===== src/rtl/pll_reset_sequencer.sv =====
// pll_reset_sequencer
// Releases a synchronous, active-low reset into the PLL output clock domain
// only after the PLL lock flag has been stable for LOCK_STABLE_CYCLES and a
// further RESET_HOLD_CYCLES have elapsed. Any loss of lock re-asserts reset
// and restarts the whole qualification sequence.
//
// Optional feature macro: LOCK_LOSS_COUNT_EN
//   defined   -> 8-bit saturating lock-loss counter with synchronous clear
//   undefined -> lock_loss_count is tied to zero and clear_count is ignored
module pll_reset_sequencer #(
    parameter int SYNC_STAGES        = 2,
    parameter int LOCK_STABLE_CYCLES = 1024,
    parameter int RESET_HOLD_CYCLES  = 16
) (
    input  logic       clk,
    input  logic       rst_n,
    input  logic       locked_async,
    input  logic       clear_count,
    output logic       sys_rst_n,
    output logic       ready,
    output logic [7:0] lock_loss_count
);

    localparam int MAX_CYCLES = (LOCK_STABLE_CYCLES > RESET_HOLD_CYCLES) ?
                                LOCK_STABLE_CYCLES : RESET_HOLD_CYCLES;
    localparam int CNT_W      = $clog2(MAX_CYCLES + 1);

    localparam logic [CNT_W-1:0] STABLE_LAST = CNT_W'(LOCK_STABLE_CYCLES - 1);
    localparam logic [CNT_W-1:0] HOLD_LAST   = CNT_W'(RESET_HOLD_CYCLES - 1);
    localparam logic [CNT_W-1:0] CNT_ONE     = CNT_W'(1);

    typedef enum logic [1:0] {
        WAIT_LOCK = 2'd0,
        STABILIZE = 2'd1,
        HOLD      = 2'd2,
        RUN       = 2'd3
    } state_t;

    logic [SYNC_STAGES-1:0] syncChain_q;
    logic                   lockS;
    state_t                 state_q;
    logic [CNT_W-1:0]       cnt_q;
    logic                   sysRstN_q;
    logic                   ready_q;
    logic                   lossEvent;

    // Bring the asynchronous lock flag into the clk domain; only the last stage is used.
    always_ff @(posedge clk or negedge rst_n) begin
        if (!rst_n) begin
            syncChain_q <= '0;
        end else begin
            syncChain_q <= {syncChain_q[SYNC_STAGES-2:0], locked_async};
        end
    end

    assign lockS = syncChain_q[SYNC_STAGES-1];

    // Qualification FSM; any lock drop falls through to the WAIT_LOCK defaults, outputs decode the next state.
    always_ff @(posedge clk or negedge rst_n) begin
        if (!rst_n) begin
            state_q   <= WAIT_LOCK;
            cnt_q     <= '0;
            sysRstN_q <= 1'b0;
            ready_q   <= 1'b0;
        end else begin
            state_q   <= WAIT_LOCK;
            cnt_q     <= '0;
            sysRstN_q <= 1'b0;
            ready_q   <= 1'b0;
            case (state_q)
                WAIT_LOCK: begin
                    if (lockS) begin
                        state_q <= STABILIZE;
                    end
                end
                STABILIZE: begin
                    if (lockS) begin
                        if (cnt_q == STABLE_LAST) begin
                            state_q <= HOLD;
                        end else begin
                            state_q <= STABILIZE;
                            cnt_q   <= cnt_q + CNT_ONE;
                        end
                    end
                end
                HOLD: begin
                    if (lockS) begin
                        if (cnt_q == HOLD_LAST) begin
                            state_q   <= RUN;
                            sysRstN_q <= 1'b1;
                            ready_q   <= 1'b1;
                        end else begin
                            state_q <= HOLD;
                            cnt_q   <= cnt_q + CNT_ONE;
                        end
                    end
                end
                RUN: begin
                    if (lockS) begin
                        state_q   <= RUN;
                        sysRstN_q <= 1'b1;
                        ready_q   <= 1'b1;
                    end
                end
                default: begin
                    state_q <= WAIT_LOCK;
                end
            endcase
        end
    end

    assign sys_rst_n = sysRstN_q;
    assign ready     = ready_q;

    assign lossEvent = (state_q == RUN) && !lockS;

`ifdef LOCK_LOSS_COUNT_EN
    logic [7:0] lossCount_q;
    logic [7:0] lossCount_d;

    // Clear discards history but still records a loss in the same cycle; increments saturate at 255.
    always_comb begin
        lossCount_d = lossCount_q;
        if (clear_count) begin
            lossCount_d = lossEvent ? 8'd1 : 8'd0;
        end else if (lossEvent && (lossCount_q != 8'hFF)) begin
            lossCount_d = lossCount_q + 8'd1;
        end
    end

    // Lock-loss counter register.
    always_ff @(posedge clk or negedge rst_n) begin
        if (!rst_n) begin
            lossCount_q <= 8'd0;
        end else begin
            lossCount_q <= lossCount_d;
        end
    end

    assign lock_loss_count = lossCount_q;
`else
    logic unusedCountInputs;

    assign unusedCountInputs = clear_count ^ lossEvent;
    assign lock_loss_count   = 8'd0;
`endif

endmodule


===== config.mk =====
export PLATFORM = sky130hd
export DESIGN_NAME = pll_reset_sequencer
export DESIGN_NICKNAME = d
export VERILOG_FILES = /design/src/rtl/pll_reset_sequencer.sv
export SDC_FILE = /design/constraint.sdc
export NUM_CORES = 1
export LEC_CHECK = 0
export CAP_MARGIN = 20
export CORE_UTILIZATION = 51
export DETAILED_ROUTE_END_ITERATION = 7
export PLACE_DENSITY = 0.8
export SETUP_SLACK_MARGIN = 0.5
export SYNTH_ARGS = -nofsm -noshare
export SYNTH_HDL_FRONTEND = slang
export SYNTH_SLANG_ARGS = --single-unit

===== constraint.sdc =====
create_clock -name clk -period 2.5 [get_ports clk]
set_input_delay 0.75 -clock clk [delete_from_list [all_inputs] [get_ports clk]]
set_output_delay 0.75 -clock clk [all_outputs]
set_load 0.01 [all_outputs]

Yosys cells after proc, flatten, opt, wreduce, memory -nomap -nowiden. Cells that the tools add are included.

Multiplexer cells: 16. Eq/ne operators: 5. Reductions and logical operators: 1. Add/sub/neg operators: 1.

Operator list (number): 11-bit two-way mux (4); 11-bit case mux with 2 select lines (1); 11-bit by 1-bit adder with 11-bit output, second input constant (1); 11-bit by 10-bit == test with 1-bit output, second input constant (1); 11-bit by 4-bit == test with 1-bit output, second input constant (1); 2-bit two-way mux (4); 2-bit case mux with 4 select lines (1); 1-bit two-way mux (5); 2-bit == test, second input constant (2); 2-bit by 1-bit == test with 1-bit output, second input constant (1); 2-bit zero test (1); 1-bit case mux with 2 select lines (1).

Input bits: 4. Register bits: 16. Output and inout bits: 10. Word-level logic and storage cells: 27.

Longest topological paths before layout. Gate-level depths: netlist (run 1).

Depth in word-level cells: 4. Mapped depth: 6. Gate-level depth less buffers: 6.

Least setup slack after synthesis (run 1). OpenSTA, ideal clock, no wires.

Path kind: register to register. Start: register cnt_q[0]. End: register cnt_q[2]. Data required time: 2371 ps. Period minus slack after synthesis: 1758 ps. Cell stages (with the launch flop): 6. Library setup time: 129 ps. Data arrival time: 1629 ps. Setup slack: 742 ps. Path buffers: 0. Path through: dfrtp_1 -> ha_1 -> nand3_2 -> or4_4 -> a41oi_4 -> nor2_1.

Longest elaborated chain between the ends: 4. Elaborated cells between the ends (all ways): 8. Those cells by class: add/sub: 1; eq/ne: 2; mux: 5.

RTL lines: start: declaration (line 42) `logic [CNT_W-1:0] cnt_q;`; start signal: assignment (line 82) `cnt_q <= cnt_q + CNT_ONE;`; start signal: assignment (line 94) `cnt_q <= cnt_q + CNT_ONE;`; 11-bit by 1-bit adder with 11-bit output (tied with other cells) (line 82, 94); 11-bit two-way mux, on equally long branches (line 88, 78); 11-bit two-way mux, on equally long branches (line 87, 77); 11-bit case mux with 2 select lines * (line 70) `case (state_q)`.

Every way passes the cells marked *; elsewhere a longest branch is shown, timed or not.

Final worst setup path (run 1).
Start: register ready_q (netlist: ready). End: output ready.

RTL lines: start: declaration (line 44) `logic ready_q;`; start signal: assignment (line 64) `ready_q <= 1'b0;`; start signal: assignment (line 69) `ready_q <= 1'b0;`; start signal: assignment (line 91) `ready_q <= 1'b1;`; end: declaration (line 20) `output logic ready,`.

No word-level cell between the ends.

==> results of run 1 <==
==> metrics by stage <==
stage	util, %	total power, mW	worst slack (ps)
floorplan	-	0.2963	741.6
global placement	57.70	0.2970	605.5
detailed placement	57.70	0.2986	556.7
CTS	59.15	0.4277	544.0
global route	59.31	0.4413	544.2
finish	59.31	0.4222	592.3
==> final cells by class <==
type | instances | area [um2] | area share, %
Tap cell | 16 | 20.02 | 2.165
Multi-Input combinational cell | 62 | 419.2 | 45.33
Inverter | 6 | 22.52 | 2.436
Clock buffer | 3 | 22.52 | 2.436
Sequential cell | 16 | 400.4 | 43.30
Timing Repair Buffer | 4 | 40.04 | 4.330
==> cell usage in the layout (no fill, tap or decap) <==
| master | netlist | final |
|---|---|---|
| xnor2_1 | 5 | 5 |
| inv_1 | 6 | 6 |
| o2111ai_1 | 1 | 1 |
| a21boi_0 | 1 | 1 |
| nand2_1 | 3 | 3 |
| nor2b_1 | 2 | 2 |
| nor2_1 | 13 | 13 |
| a41oi_4 | 1 | 1 |
| and4_1 | 1 | 1 |
| clkdlybuf4s50_1 | 0 | 4 |
| a41oi_1 | 2 | 2 |
| ha_1 | 5 | 4 |
| clkbuf_4 | 0 | 3 |
| and3_1 | 1 | 1 |
| o21ai_0 | 1 | 1 |
| ha_2 | 0 | 1 |
| xor2_1 | 3 | 3 |
| nand3_1 | 3 | 3 |
| nand4_1 | 1 | 1 |
| and3b_1 | 1 | 1 |
| a21oi_1 | 1 | 1 |
| conb_1 | 1 | 8 |
| nor3b_1 | 1 | 1 |
| nand2b_1 | 1 | 1 |
| nand3_2 | 1 | 1 |
| a31oi_1 | 1 | 1 |
| o22ai_1 | 1 | 1 |
| dfrtp_1 | 16 | 16 |
| nor3_1 | 1 | 1 |
| nor4_1 | 2 | 2 |
| or4_4 | 1 | 1 |
==> worst max path at each step <==
| stage | slack [ps] | cells after the start | startpoint | endpoint |
|---|---|---|---|---|
| after CTS | 540 | 5 | cnt_q[0] | cnt_q[5] |
| after global routing | 540 | 1 | ready | ready |
| final | 590 | 1 | ready | ready |
| after detailed placement | 560 | 5 | cnt_q[0] | cnt_q[2] |
| after global placement | 610 | 5 | cnt_q[0] | cnt_q[3] |
| after floorplan | 740 | 5 | cnt_q[0] | cnt_q[2] |
==> power by group <==
part / internal [mW] / switching (mW)
registers: 0.262 / 0.00375
clock network: 0.0559 / 0.0733
logic: 0.00841 / 0.0188
==> kinds of logic (layout without fill, tap and decap cells) <==
| family | after synthesis | in the layout |
|---|---|---|
| fa+ha+maj | 5 | 5 |
| simple gates | 32 | 32 |
| buf+inv | 15 | 13 |
| compound gates | 9 | 9 |
| flops | 16 | 16 |
| other cells | 1 | 8 |
| xor+xnor | 8 | 8 |
==> registers in the layout, summed over array words and instances (netlist names) <==
register     count
ready            1
state_q          2
cnt_q           11
syncChain_q      2
==> routing by layer <==
layer	GRT usage (%)	vias to the layer above
met5	0	-
met4	11.25	0
met3	2.500	4
met2	27.46	13
met1	22.89	270
li1	-	287
==> impl_metrics.yaml, run 1 <==
run_status:
  status: "finished with violations"
  violations: "DRC"
placement:
  dp_hpwl_um: 1014
  place_congestion: 0.7608
  numPortBuffers: 4
  placed_cell_area_um2: 899.6
  dp.cells: 104
worst_setup_path:
  slowest_stage: "clkdlybuf4s50_1"
  crit_fanout: 2
  critPathKind: "flop to output pin"
  r2r-start: "cnt_q[0]"
  max_stage_delay_ps: 530
  crit_path_end_kind: "output pin"
  r2r_setup_slack_ps: 700
  cp-start-kind: "flop"
  reg2regPathDepth: 5
  r2r_end: "cnt_q[5]"
  arrival_ps: 1160
  path_cells: "clkdlybuf4s50_1"
  required_ps: 1750
  cp_top_family: "buffers and inverters"
  cp_num_buf_inv: 1
pwr:
  p_per_area_nw_per_um2: 456.6
  ir_worst_vdd_v: 0.0003420
  leakage_nw: 0.3841
logic_synthesis:
  synth-seq-cells: 16
  synth_top_family_by_area: "simple AND/OR/NAND/NOR gates"
  synthArstFlopShare_pct: 100.0
  ys.warnings.count: 0
  netlist_instances: 86
  ys_top_cells_by_count: "16 x dfrtp_1, 13 x nor2_1, 9 x buf_4, 6 x inv_1"
  syn_area_um2: 880.8
  synth_top_cell_area_share_pct: 45.45
  synth_adder_area_share_pct: 7.102
  yosysTopAreaCell: "dfrtp_1"
  synthDistinctLibCells: 29
  synth-edff-count: 0
  yosysMostFrequentCell: "dfrtp_1"
  ys.flop_type: "dfrtp_1"
  synth_compound_area_share_pct: 9.517
  synthSimpleGateAreaFrac_pct: 19.32
  seq_area_frac_synth_pct: 45.45
  ys_top_cells_by_area: "dfrtp_1 45%, buf_4 7.7%, ha_1 7.1%, nor2_1 5.5%, xnor2_1 5.0%"
  synthMuxAreaShare_pct: 0
  avgSynthCellArea_um2: 10.24
  synth_xor_area_share_pct: 7.955
sta:
  hold_viol_final: 0
  slew_headroom_pct: 53.84
  fin_worst_skew_ps: 0.3043
  hold_ws_ps: 358.5
  drv_slew: 0
  min_period_over_period_pct: 76.31
  rsz0062_at_grt: "no"
  fmax_mhz: 524.2
  fin_setup_tns_ps: 0
  worstMarginPinSlew_ps: 690.3
  finalCriticalPeriod_ps: 1908
  setup_viol: 0
die:
  num_io_pins: 14
  die_area_um2: 1897
  num_rows: 14
  core_area_um2: 1559
  dieWidth_um: 43.56
  initial_utilization_pct: 56.50
  die_y_um: 43.56
cts:
  clk_latency_ps: 280
  htree_levels: 1
  cts_setup_buffers: 0
  clk_pin_slew_ps: 80
  clock_sinks: 16
  cts_made_buffers: 3
  ctsRootBufferMaster: "clkbuf_4"
  ctsResizeCount: 0
  clockBufferDepth: 2
  cts_hold_buf: 0
  cts_tree: "yes"
worst_hold_path:
  hp-class: "flop to flop"
  worstHoldStart: "syncChain_q[0]"
  holdPathEnd: "syncChain_q[1]"
  hold_depth: 0
layout:
  drive_gt1_share_pct: 7.692
  num-fill-cells: 139
  nets: 102
  area_delta_synth_final_pct: 4.972
  final_cell_area_um2: 924.6
  antennaDiodeCount: 0
  instances_no_fill: 107
detailed_routing:
  drc: 6
  drt_pre_antenna_iters: 6
  ant_nets: 0
  met3_length_um: 38
  drt_iter0_drc: 14
  via_per_inst: 5.364
  highest_layer: "met4"
  vias: 574
  met1Wirelength_um: 639
  met2_wirelength_um: 603
  wl_um: 1304
  wire_per_inst_um: 12.19
grt:
  grt_max_degree: 17
  track_usage_pct: 17.59
  grt_pass1_wl_um: 2373
  grt-ovfl-total: 0
  grt_pass1_vias: 561
  antenna_found_initial: 0
run:
  maxCapViolCount: 0
(Power assumes the default switching activity.)
==> run 2: changes to the inputs <==
--- a/config.mk
+++ b/config.mk
@@ -6,9 +6,9 @@
 export NUM_CORES = 1
 export LEC_CHECK = 0
 export CAP_MARGIN = 20
-export CORE_UTILIZATION = 51
+export CORE_UTILIZATION = 46
 export DETAILED_ROUTE_END_ITERATION = 7
-export PLACE_DENSITY = 0.8
+export PLACE_DENSITY = 0.77
 export SETUP_SLACK_MARGIN = 0.5
 export SYNTH_ARGS = -nofsm -noshare
 export SYNTH_HDL_FRONTEND = slang
==> constraint.sdc (replaced) <==
create_clock -name clk -period 1.6 [get_ports clk]
set_input_delay 0.48 -clock clk [delete_from_list [all_inputs] [get_ports clk]]
set_output_delay 0.48 -clock clk [all_outputs]
set_load 0.01 [all_outputs]
==> impl_metrics.yaml, run 2 (synthesis gave the netlist of run 1 again) <==
cts:
  clk_pin_slew_ps: 90
  ctsRootBufferMaster: "clkbuf_4"
  cts_tree: "yes"
  clk_latency_ps: 280
  cts_hold_buf: 0
  clockBufferDepth: 2
  htree_levels: 1
  cts_made_buffers: 3
  clock_sinks: 16
pwr:
  power_mw: 0.7351
  p_per_area_nw_per_um2: 647.1
  leakage_nw: 0.4775
  ir_worst_vdd_v: 0.0005986
detailed_routing:
  drt_iter0_drc: 4
  met1Wirelength_um: 658
  drc: 0
  met2_wirelength_um: 927
  met3_length_um: 73
  drt_pre_antenna_iters: 4
  via_per_inst: 5.152
  ant_nets: 0
  vias: 680
  wire_per_inst_um: 13.55
  highest_layer: "met4"
  wl_um: 1788
worst_setup_path:
  arrival_ps: 1800
  cp_top_family: "simple AND/OR/NAND/NOR gates"
  crit_fanout: 8
  required_ps: 1770
  slowest_stage: "or4_4"
  max_stage_delay_ps: 560
  critPathKind: "flop to flop"
  cp_num_buf_inv: 0
  cp-start-kind: "flop"
  path_cells: "nand3_1, or4_4, a41oi_4, nor2b_1"
  crit_path_end_kind: "flop"
die:
  initial_utilization_pct: 49.93
  dieWidth_um: 45.76
  num_io_pins: 14
  num_rows: 15
  core_area_um2: 1764
  die_y_um: 45.76
  die_area_um2: 2094
placement:
  numPortBuffers: 4
  preCtsSetupSlack_ps: -5.683
  dp_hpwl_um: 1220
  place_congestion: 0.8395
worst_hold_path:
  hp-class: "flop to flop"
layout:
  area_delta_synth_final_pct: 28.98
  final_cell_mix: "16 x dfrtp_1, 14 x buf_4, 12 x nor2_1"
  antennaDiodeCount: 0
  largest_reg_flops: 11
  num-fill-cells: 155
  layout_commonest_cell: "dfrtp_1"
  nets: 117
  drive_gt1_share_pct: 33.64
  top_register: "cnt_q"
  largestRegisters: "cnt_q x11, state_q x2, syncChain_q x2"
sta:
  fmax_mhz: 614.6
  drv_slew: 0
  setup_slack_ps: -27.02
  setup_viol: 9
  hold_viol_final: 0
  min_period_over_period_pct: 101.7
  fin_worst_skew_ps: 1.120
  finalCriticalPeriod_ps: 1627
  rsz0062_at_grt: "yes"
grt:
  track_usage_pct: 21.38
  grt_pass1_vias: 696
  antenna_found_initial: 0
  grt-ovfl-total: 0
  grt_max_degree: 17
  grt_pass1_wl_um: 2960
run_status:
  violations: "setup timing"
  status: "finished with violations"
run:
  maxCapViolCount: 0
## run 2: repair_timing
action | in CTS | in global routing
buffers inserted | 3 | 1
pin swaps | 2 | 1
endpoints found under the setup margin | 16 | 16
hold endpoints to repair | 0 | 0
gates resized for setup | 15 | 4
## run 2: routing by layer
layer | global-route usage, % | vias up
met2 | 35.43 | 22
li1 | - | 318
met1 | 21.77 | 328
met5 | 0 | -
met3 | 7.540 | 12
met4 | 16.47 | 0
## run 2: final timing paths
path                       slack (ps)           start             end  depth (start not counted)
setup / recovery                  -30        cnt_q[8]        cnt_q[1]                          4
hold / removal                    350  syncChain_q[0]  syncChain_q[1]                          0
setup reg to reg                  -30        cnt_q[8]        cnt_q[1]                          4
hold reg to reg                   350  syncChain_q[0]  syncChain_q[1]                          0
max in group asynchronous         910           rst_n        cnt_q[3]                          2
min in group asynchronous         510           rst_n           ready                          2
## run 2: layout make-up
cell class | count | area [um2] | area share (%)
clock buffer | 4 | 36.28 | 3.194
inverter | 6 | 22.52 | 1.982
multi-input combinational | 62 | 499.2 | 43.94
sequential | 16 | 400.4 | 35.24
tap | 25 | 31.28 | 2.753
timing repair buffer | 19 | 146.4 | 12.89
## run 2: report_power, final
| part | switching, mW | internal [mW] |
|---|---|---|
| combinational | 0.0342 | 0.0208 |
| sequential | 0.00629 | 0.410 |
| clock | 0.126 | 0.139 |
## run 2: through the flow
stage / hold slack [ps] / area [um2] / utilization, % / std cells / setup TNS (ps)
finish: 354.5 / 1136 / 64.40 / 132 / -110.1
global route: 373.2 / 1136 / 64.40 / 132 / -997.4
detailed placement: 335.8 / 1022 / 57.94 / 124 / -9.571
CTS: 358.6 / 1112 / 63.05 / 131 / -60.25
floorplan: 184.4 / 935.9 / - / 93 / 0
global placement: 333.1 / 1022 / 57.94 / 124 / -1.173
==> run 3: changes to the inputs <==
--- a/config.mk
+++ b/config.mk
@@ -6,7 +6,9 @@
 export NUM_CORES = 1
 export LEC_CHECK = 0
 export CAP_MARGIN = 20
+export CORE_MARGIN = 1.5
 export CORE_UTILIZATION = 46
+export CTS_CLUSTER_SIZE = 28
 export DETAILED_ROUTE_END_ITERATION = 7
 export PLACE_DENSITY = 0.77
 export SETUP_SLACK_MARGIN = 0.5
==> impl_metrics.yaml, run 3 (synthesis gave the netlist of run 1 again) <==
die:
  initial_utilization_pct: 49.93
  num_io_pins: 14
  num_rows: 15
  die_y_um: 46.76
  die_area_um2: 2187
  core_area_um2: 1764
  dieWidth_um: 46.76
detailed_routing:
  ant_nets: 0
  drt_iter0_drc: 14
  drt_pre_antenna_iters: 4
  wire_per_inst_um: 13.53
  wl_um: 1881
  drc: 0
  vias: 681
  via_per_inst: 4.899
sta:
  setup_slack_ps: -24.47
  fin_setup_tns_ps: -99.15
  fin_worst_skew_ps: 1.111
  finalCriticalPeriod_ps: 1624
  drv_slew: 0
  hold_viol_final: 0
  fmax_mhz: 615.6
  min_period_over_period_pct: 101.5
  rsz0062_at_grt: "yes"
  setup_viol: 7
cts:
  clk_pin_slew_ps: 90
  cts_hold_buf: 0
  cts_tree: "yes"
  ctsRootBufferMaster: "clkbuf_4"
  htree_levels: 1
  clk_latency_ps: 280
  clock_sinks: 16
  cts_made_buffers: 3
  clockBufferDepth: 2
run_status:
  status: "finished with violations"
  violations: "setup timing"
layout:
  nets: 124
  drive_gt1_share_pct: 40.35
  top_register: "cnt_q"
  antennaDiodeCount: 0
  regArea_um2: 401.6
  area_delta_synth_final_pct: 38.07
  largestRegisters: "cnt_q x11, state_q x2, syncChain_q x2"
  final_cell_mix: "21 x buf_4, 15 x dfrtp_1, 12 x nor2_1"
  largest_reg_flops: 11
  multiInputGateArea_um2: 519.2
  layout_commonest_cell: "buf_4"
  num-fill-cells: 147
pwr:
  p_sw_share_pct: 22.88
  switching_power_mw: 0.1708
  p_int_mw: 0.5759
  leakage_nw: 0.5141
  p_per_area_nw_per_um2: 614.0
  comb_power_share_pct: 9.0
  seqPwrFrac_pct: 55.7
  clkPwrFrac_pct: 35.3
  ir_worst_vdd_v: 0.0005855
  power_mw: 0.7468
worst_setup_path:
  cp-start-kind: "flop"
  required_ps: 1770
  crit_fanout: 8
  crit_path_end_kind: "flop"
  critPathKind: "flop to flop"
  arrival_ps: 1790
grt:
  grt-ovfl-total: 0
  track_usage_pct: 20.70
  grt_max_degree: 17
  grt_pass1_vias: 655
  grt_pass1_wl_um: 2987
  antenna_found_initial: 0
worst_hold_path:
  hp-class: "flop to flop"
placement:
  place_congestion: 0.8388
  dp_hpwl_um: 1195
  numPortBuffers: 4
run:
  maxCapViolCount: 0
-- run 3: final timing paths --
kind                            depth (start not counted)           start  slack (ps)             end
worst min-delay path                                    0  syncChain_q[0]         350  syncChain_q[1]
worst max-delay path                                    5        cnt_q[0]         -20        cnt_q[4]
min in group asynchronous                               2           rst_n         500      state_q[1]
worst min register to register                          0  syncChain_q[0]         350  syncChain_q[1]
max in group asynchronous                               2           rst_n         900        cnt_q[7]
worst max register to register                          5        cnt_q[0]         -20        cnt_q[4]
-- run 3: critical path, stage by stage (launching register included) --
cell and delay (ps):
dfrtp_1 370, ha_2 210, nand3_2 90, or4_4 470, a41oi_4 280, nor2_1 90
-- run 3: power groups by stage --
stage / clock network [mW] / registers [mW] / logic (mW)
2_1_floorplan: 0 / 0.423 / 0.0448
3_3_place_gp: 0 / 0.423 / 0.0495
3_5_place_dp: 0 / 0.423 / 0.0515
4_1_cts: 0.276 / 0.415 / 0.0617
5_1_grt: 0.292 / 0.417 / 0.0759
6_report: 0.264 / 0.416 / 0.0672
-- run 3: area by class of cell --
class | instances | share of cell area (%)
clock buffer | 4 | 2.984
multi-input combinational | 62 | 42.70
sequential | 16 | 33.02
tap | 25 | 2.572
inverter | 6 | 1.852
timing repair buffer | 26 | 16.87
-- run 3: metrics by stage --
| stage | instances | setup slack, ps | hold WS (ps) | util (%) | area (um2) |
|---|---|---|---|---|---|
| 6_report | 139 | -24.47 | 353.5 | 68.94 | 1216 |
| 5_1_grt | 139 | -84.13 | 373.7 | 68.94 | 1216 |
| 4_1_cts | 136 | -19.60 | 359.3 | 65.89 | 1162 |
| 3_5_place_dp | 124 | -17.15 | 336.5 | 57.94 | 1022 |
| 3_3_place_gp | 124 | -0.6034 | 333.1 | 57.94 | 1022 |
| 2_1_floorplan | 93 | 55.62 | 184.4 | - | 935.9 |
-- run 3: per-layer routing --
metal / up-vias / track usage, % / routed length [um]
met5: - / 0 / 0
met4: 0 / 3.333 / 0
met3: 0 / 8.077 / 95
met2: 17 / 34.52 / 972
met1: 331 / 26.03 / 813
li1: 333 / - / -
-- run 3: timing repair --
action | in CTS | in global routing
endpoints found under the setup margin | 16 | 16
pin swaps | 12 | 6
buffers inserted | 8 | 3
resized for setup | 19 | 5
==> variant 1 (config.mk and constraints of run 3) <==
The 4 states of `state_t` get a Gray code encoding in 2 bits.
--- a/src/rtl/pll_reset_sequencer.sv
+++ b/src/rtl/pll_reset_sequencer.sv
@@ -30,10 +30,10 @@
     localparam logic [CNT_W-1:0] CNT_ONE     = CNT_W'(1);
 
     typedef enum logic [1:0] {
-        WAIT_LOCK = 2'd0,
-        STABILIZE = 2'd1,
-        HOLD      = 2'd2,
-        RUN       = 2'd3
+        WAIT_LOCK = 2'b00,
+        STABILIZE = 2'b01,
+        HOLD      = 2'b11,
+        RUN       = 2'b10
     } state_t;
 
     logic [SYNC_STAGES-1:0] syncChain_q;
Check against the original RTL: no difference found for any inputs over 10 cycles, from zero or initial values and one cycle with rst_n low; not proved beyond that.
==> variant 1 against run 3 <==
Utilization decreased by 7.8 points. Non-clock buffer count shrank 9. Sequential cell count did not move. Count of clock-buffer cells in the layout unchanged. Fmax grew 1.7%. Worst setup slack gained 28 ps. Via count down 1.0%. Final area decreased by 10%. Area after synthesis up 1.6%. Power is 2.7% lower. Worst hold slack barely moved. Wire length down 7.9%. Critical path type unchanged. Highest routed layer is now met4.
==> variant 1: results (changes against run 3) <==
{
  "gp_congestion": {"value": 0.8015, "change": "-4.4%"},
  "outcome": {"value": "finished, final reports clean"},
  "cts.clk_slew.worst_paths": {"value": 100, "unit": "ps"},
  "first_global_vias": {"value": 657, "change": "+0.31%"},
  "grt_start_max_net_pins": {"value": 17, "change": "unchanged"},
  "finalClockSkew": {"value": 10.63, "unit": "ps", "change": "+9.516 ps"},
  "ys_types": {"value": 34, "change": "+17%"},
  "power_leakage": {"value": 0.4317, "unit": "nW", "change": "-16%"},
  "synth_area_leaders": {"value": "sky130_fd_sc_hd__dfrtp_1, sky130_fd_sc_hd__buf_4, sky130_fd_sc_hd__o31ai_1"},
  "cts_bufs_inserted": {"value": 3, "change": "unchanged"},
  "top_regs": {"value": "cnt_q (11), state_q (2), syncChain_q (2)"},
  "die_width": {"value": 47.10, "unit": "um", "change": "+0.73%"},
  "crit_family": {"value": "simple AND/OR/NAND/NOR gates"},
  "number_of_h_tree_levels": {"value": 1, "change": "unchanged"},
  "critPathArrivalTime": {"value": 1750, "unit": "ps", "change": "-40 ps"},
  "synthFlopType": {"value": "sky130_fd_sc_hd__dfrtp_1"},
  "clock_insertion_delay_worst_skew": {"value": 300, "unit": "ps", "change": "+20 ps"},
  "drt_first_iter_violations": {"value": 14, "change": "unchanged"},
  "vdd_ir_drop_max": {"value": 0.6476, "unit": "mV", "change": "+11%"},
  "num_antenna_cells": {"value": 0, "change": "unchanged"},
  "crit_path_top_delay_cell": {"value": "sky130_fd_sc_hd__or4_4"},
  "postSynth.asyncResetShare": {"value": 100.0, "unit": "%", "change": "unchanged"},
  "finalNetCount": {"value": 103, "change": "-17%"},
  "intPower": {"value": 0.0005610, "unit": "W", "change": "-2.6%"},
  "num_vias": {"value": 674, "change": "-1.0%"},
  "drtPass1Iterations": {"value": 4, "change": "unchanged"},
  "clock_tree.buffer_depth": {"value": 2, "change": "unchanged"},
  "wl_per_cell": {"value": 14.20, "unit": "um", "change": "+4.9%"},
  "worst-path-max-fanout": {"value": 6, "change": "-2"},
  "initial_antenna_violation_count": {"value": 0, "change": "unchanged"},
  "report.final.hold_viol_count": {"value": 0, "change": "unchanged"},
  "critical_path.max_stage_delay": {"value": 570, "unit": "ps", "change": "+100 ps"},
  "ys.warnings.count": {"value": 0, "change": "unchanged"},
  "post_route_cells_drive_above_1_share": {"value": 37.11, "unit": "%", "change": "-3.2 points"},
  "yosysSeqAreaShare": {"value": 44.76, "unit": "%", "change": "-0.70 points"},
  "cell_at_the_root_of_the_clock_tree": {"value": "sky130_fd_sc_hd__clkbuf_4"},
  "groute.usage.overall": {"value": 19.46, "unit": "%", "change": "-1.2 points"},
  "dp_hpwl": {"value": 1193, "unit": "um", "change": "-0.15%"},
  "numPortBuffers": {"value": 4, "change": "unchanged"},
  "hold_path_class": {"value": "reg2reg"},
  "ys_top_cells_by_count": {"value": "sky130_fd_sc_hd__dfrtp_1, sky130_fd_sc_hd__buf_4, sky130_fd_sc_hd__o31ai_1"},
  "grt_pass1_wl": {"value": 2925, "unit": "um", "change": "-2.1%"}
}
variant 1: per-layer routing:
layer / up-vias / track usage (%) / share of wire, %
met5: - / 0 / 0
li1: 323 / - / -
met3: 4 / 6.923 / 4.3
met1: 331 / 25.85 / 48
met4: 0 / 5.000 / 0.81
met2: 16 / 30.41 / 47
variant 1: cell families (layout without fill, tap and decap cells):
group	count (synthesis)	count (layout)	synth area share, %
xor gates and xnor gates	3	3	2.938
buffers and inverters	16	25	11.33
and+or+nand+nor	29	29	24.06
other	1	8	0.4192
AOI/OAI and AO/OA	15	15	15.11
DFF	16	16	44.75
adders and majority gates	1	1	1.398
variant 1: cell type report:
class                   count  area (um^2)
well taps                  25        31.28
repair buffers             17        131.4
inverters                   4        15.01
flip-flops and latches     16        404.1
multi-input cells          56        471.7
fillers                   149        693.2
clock buffers               4        36.28
variant 1: power groups by stage:
| stage | Clock (W) | Combinational, W | Sequential, W |
|---|---|---|---|
| detailed placement | 0 | 0.0000366 | 0.000425 |
| global placement | 0 | 0.0000359 | 0.000424 |
| global route | 0.000295 | 0.0000457 | 0.000419 |
| CTS | 0.000280 | 0.0000378 | 0.000418 |
| floorplan | 0 | 0.0000345 | 0.000424 |
| finish | 0.000271 | 0.0000375 | 0.000418 |
variant 1: stage by stage:
stage	util, %	instances	setup slack, ps	instance area (um^2)	total power [W]
after CTS	60.35	121	3.441	1076	0.0007352
after global routing	61.12	122	-73.38	1090	0.0007598
final	61.12	122	3.077	1090	0.0007263
after detailed placement	57.47	116	15.71	1025	0.0004614
after floorplan	-	88	7.324	958.4	0.0004583
after global placement	57.47	116	31.00	1025	0.0004604
variant 1: path summary, 6_finish.rpt:
kind | startpoint | end | slack [ps] | cells after the start
max in group asynchronous | rst_n | cnt_q[1] | 900 | 2
min in group asynchronous | rst_n | cnt_q[8] | 490 | 2
min | syncChain_q[0] | syncChain_q[1] | 350 | 0
max reg2reg | cnt_q[7] | cnt_q[5] | 3 | 4
min reg2reg | syncChain_q[0] | syncChain_q[1] | 350 | 0
max | cnt_q[7] | cnt_q[5] | 3 | 4
variant 1: repair_timing:
action	4_1_cts	5_1_grt
buffers inserted	1	1
endpoints found under the hold margin	0	0
gates resized for setup	7	7
pin swaps	3	2
hold buffers	0	0
endpoints found under the setup margin	16	16
==> variant 2 (config.mk and constraints of run 3) <==
Made on the original files. Set the parameter `RESET_HOLD_CYCLES` to 32 (it was 16).
--- a/src/rtl/pll_reset_sequencer.sv
+++ b/src/rtl/pll_reset_sequencer.sv
@@ -10,7 +10,7 @@
 module pll_reset_sequencer #(
     parameter int SYNC_STAGES        = 2,
     parameter int LOCK_STABLE_CYCLES = 1024,
-    parameter int RESET_HOLD_CYCLES  = 16
+    parameter int RESET_HOLD_CYCLES  = 32
 ) (
     input  logic       clk,
     input  logic       rst_n,
Formal check against the unedited RTL: no difference found for any inputs over 10 cycles, from zero or initial values and one cycle with rst_n low; that may be too few to reach the edited logic, so the function may still have changed.
==> variant 2 against run 3 <==
Wire length is 7.3% higher. Critical endpoint is now ready. The flow still finishes with violations (setup timing). Via count is 13% higher. Final area is 3.9% higher. Worst setup slack better by 16 ps. Utilization is 1.2 points higher. Sequential cell count stayed put. Power hardly changed. Count of clock-buffer cells in the layout stayed put. Area after synthesis is 3.6% higher. Critical path type unchanged.
==> variant 2: results (changes against run 3) <==
{
  "ys_top_cells_by_count": {"value": "sky130_fd_sc_hd__dfrtp_1, sky130_fd_sc_hd__buf_4, sky130_fd_sc_hd__inv_1"},
  "power_density": {"value": 590.6, "unit": "nW/um^2", "change": "-3.8%"},
  "power_leakage": {"value": 0.5561, "unit": "nW", "change": "+8.2%"},
  "met2_resource_use_gr": {"value": 34.32, "unit": "%", "change": "-0.20 points"},
  "dp_hpwl": {"value": 1380, "unit": "um", "change": "+16%"},
  "grt_use_met3": {"value": 3.396, "unit": "%", "change": "-4.7 points"},
  "amount_of_wire_on_met3_after_detailed_routing": {"value": 59, "unit": "um", "change": "-38%"},
  "drt_first_iter_violations": {"value": 8, "change": "-6"},
  "wl_per_cell": {"value": 14.41, "unit": "um", "change": "+6.5%"},
  "synth_area_leaders": {"value": "sky130_fd_sc_hd__dfrtp_1, sky130_fd_sc_hd__buf_4, sky130_fd_sc_hd__ha_1"},
  "ys_types": {"value": 30, "change": "+3.4%"},
  "vdd_ir_drop_max": {"value": 0.5590, "unit": "mV", "change": "-4.5%"},
  "violations_in_the_final_reports": {"value": "setup timing"},
  "wl_met1": {"value": 872, "unit": "um", "change": "+7.3%"},
  "outcome": {"value": "finished, violations left"},
  "route.met2.wl": {"value": 1055, "unit": "um", "change": "+8.5%"},
  "yosysSeqAreaShare": {"value": 43.90, "unit": "%", "change": "-1.6 points"},
  "top_signal_layer_used": {"value": "met4"},
  "worst-path-max-fanout": {"value": 2, "change": "-6"},
  "final_worst_setup_slack": {"value": -8.845, "unit": "ps", "change": "+15.62 ps"},
  "fin_tns_setup": {"value": -8.845, "unit": "ps", "change": "+90.30 ps"},
  "post_route_cells_drive_above_1_share": {"value": 44.35, "unit": "%", "change": "+4.0 points"},
  "gp_congestion": {"value": 0.7721, "change": "-8.0%"},
  "critPathArrivalTime": {"value": 1830, "unit": "ps", "change": "+40 ps"},
  "standard_cell_area_after_detailed_placement": {"value": 1115, "unit": "um^2", "change": "+9.1%"},
  "setup_violations": {"value": 1, "change": "-6"},
  "grt_util_met1": {"value": 24.82, "unit": "%", "change": "-1.2 points"},
  "grt_pass1_wl": {"value": 3105, "unit": "um", "change": "+4.0%"}
}
==> variant 2: path summary, 6_finish.rpt <==
kind | to | startpoint | cells after the start | slack (ps)
setup / recovery | ready | cnt_q[6] | 3 | -9
hold / removal | syncChain_q[1] | syncChain_q[0] | 0 | 360
setup reg to reg | ready | cnt_q[6] | 3 | -9
hold reg to reg | syncChain_q[1] | syncChain_q[0] | 0 | 360
max in group asynchronous | ready | rst_n | 2 | 920
min in group asynchronous | cnt_q[2] | rst_n | 2 | 490
==> variant 2: through the flow <==
step                utilization (%)  cells  setup WS [ps]
CTS                           68.68    138         -57.29
finish                        70.14    140         -8.845
global route                  70.14    140         -61.99
detailed placement            61.88    131         -66.59
global placement              61.88    131         -50.89
floorplan                         -     97         -12.92
==> variant 2: worst max-delay path: stages, from the launching register on <==
cell	delay (ps)
sky130_fd_sc_hd__dfrtp_1	390
sky130_fd_sc_hd__or4_4	550
sky130_fd_sc_hd__or4_4	450
sky130_fd_sc_hd__a21oi_2	150
==> variant 2: kinds of logic (layout without fill, tap and decap cells) <==
kind of cell	Yosys count	count (layout)	share of synthesized area, %
buffers and inverters	20	38	12.35
adders and majority gates	5	5	6.859
AOI/OAI and AO/OA	23	23	17.56
DFF	16	16	43.90
and+or+nand+nor	22	22	15.91
other	1	8	0.4111
xor gates and xnor gates	2	2	1.921
muxes	1	1	1.097
==> variant 2: final cells by class <==
class,count,area share [%]
multi-input combinational,61,43.96
sequential,16,31.68
timing repair buffer,24,16.04
inverter,10,2.970
clock buffer,4,2.871
tap,25,2.475
==> variant 2: repair_timing <==
action | in CTS | in global routing
buffers inserted | 3 | 2
resized for setup | 24 | 4
gates cloned | 0 | 0
hold endpoints to repair | 0 | 0
hold buffers | 0 | 0
pin swaps | 8 | 10
endpoints found under the setup margin | 16 | 16
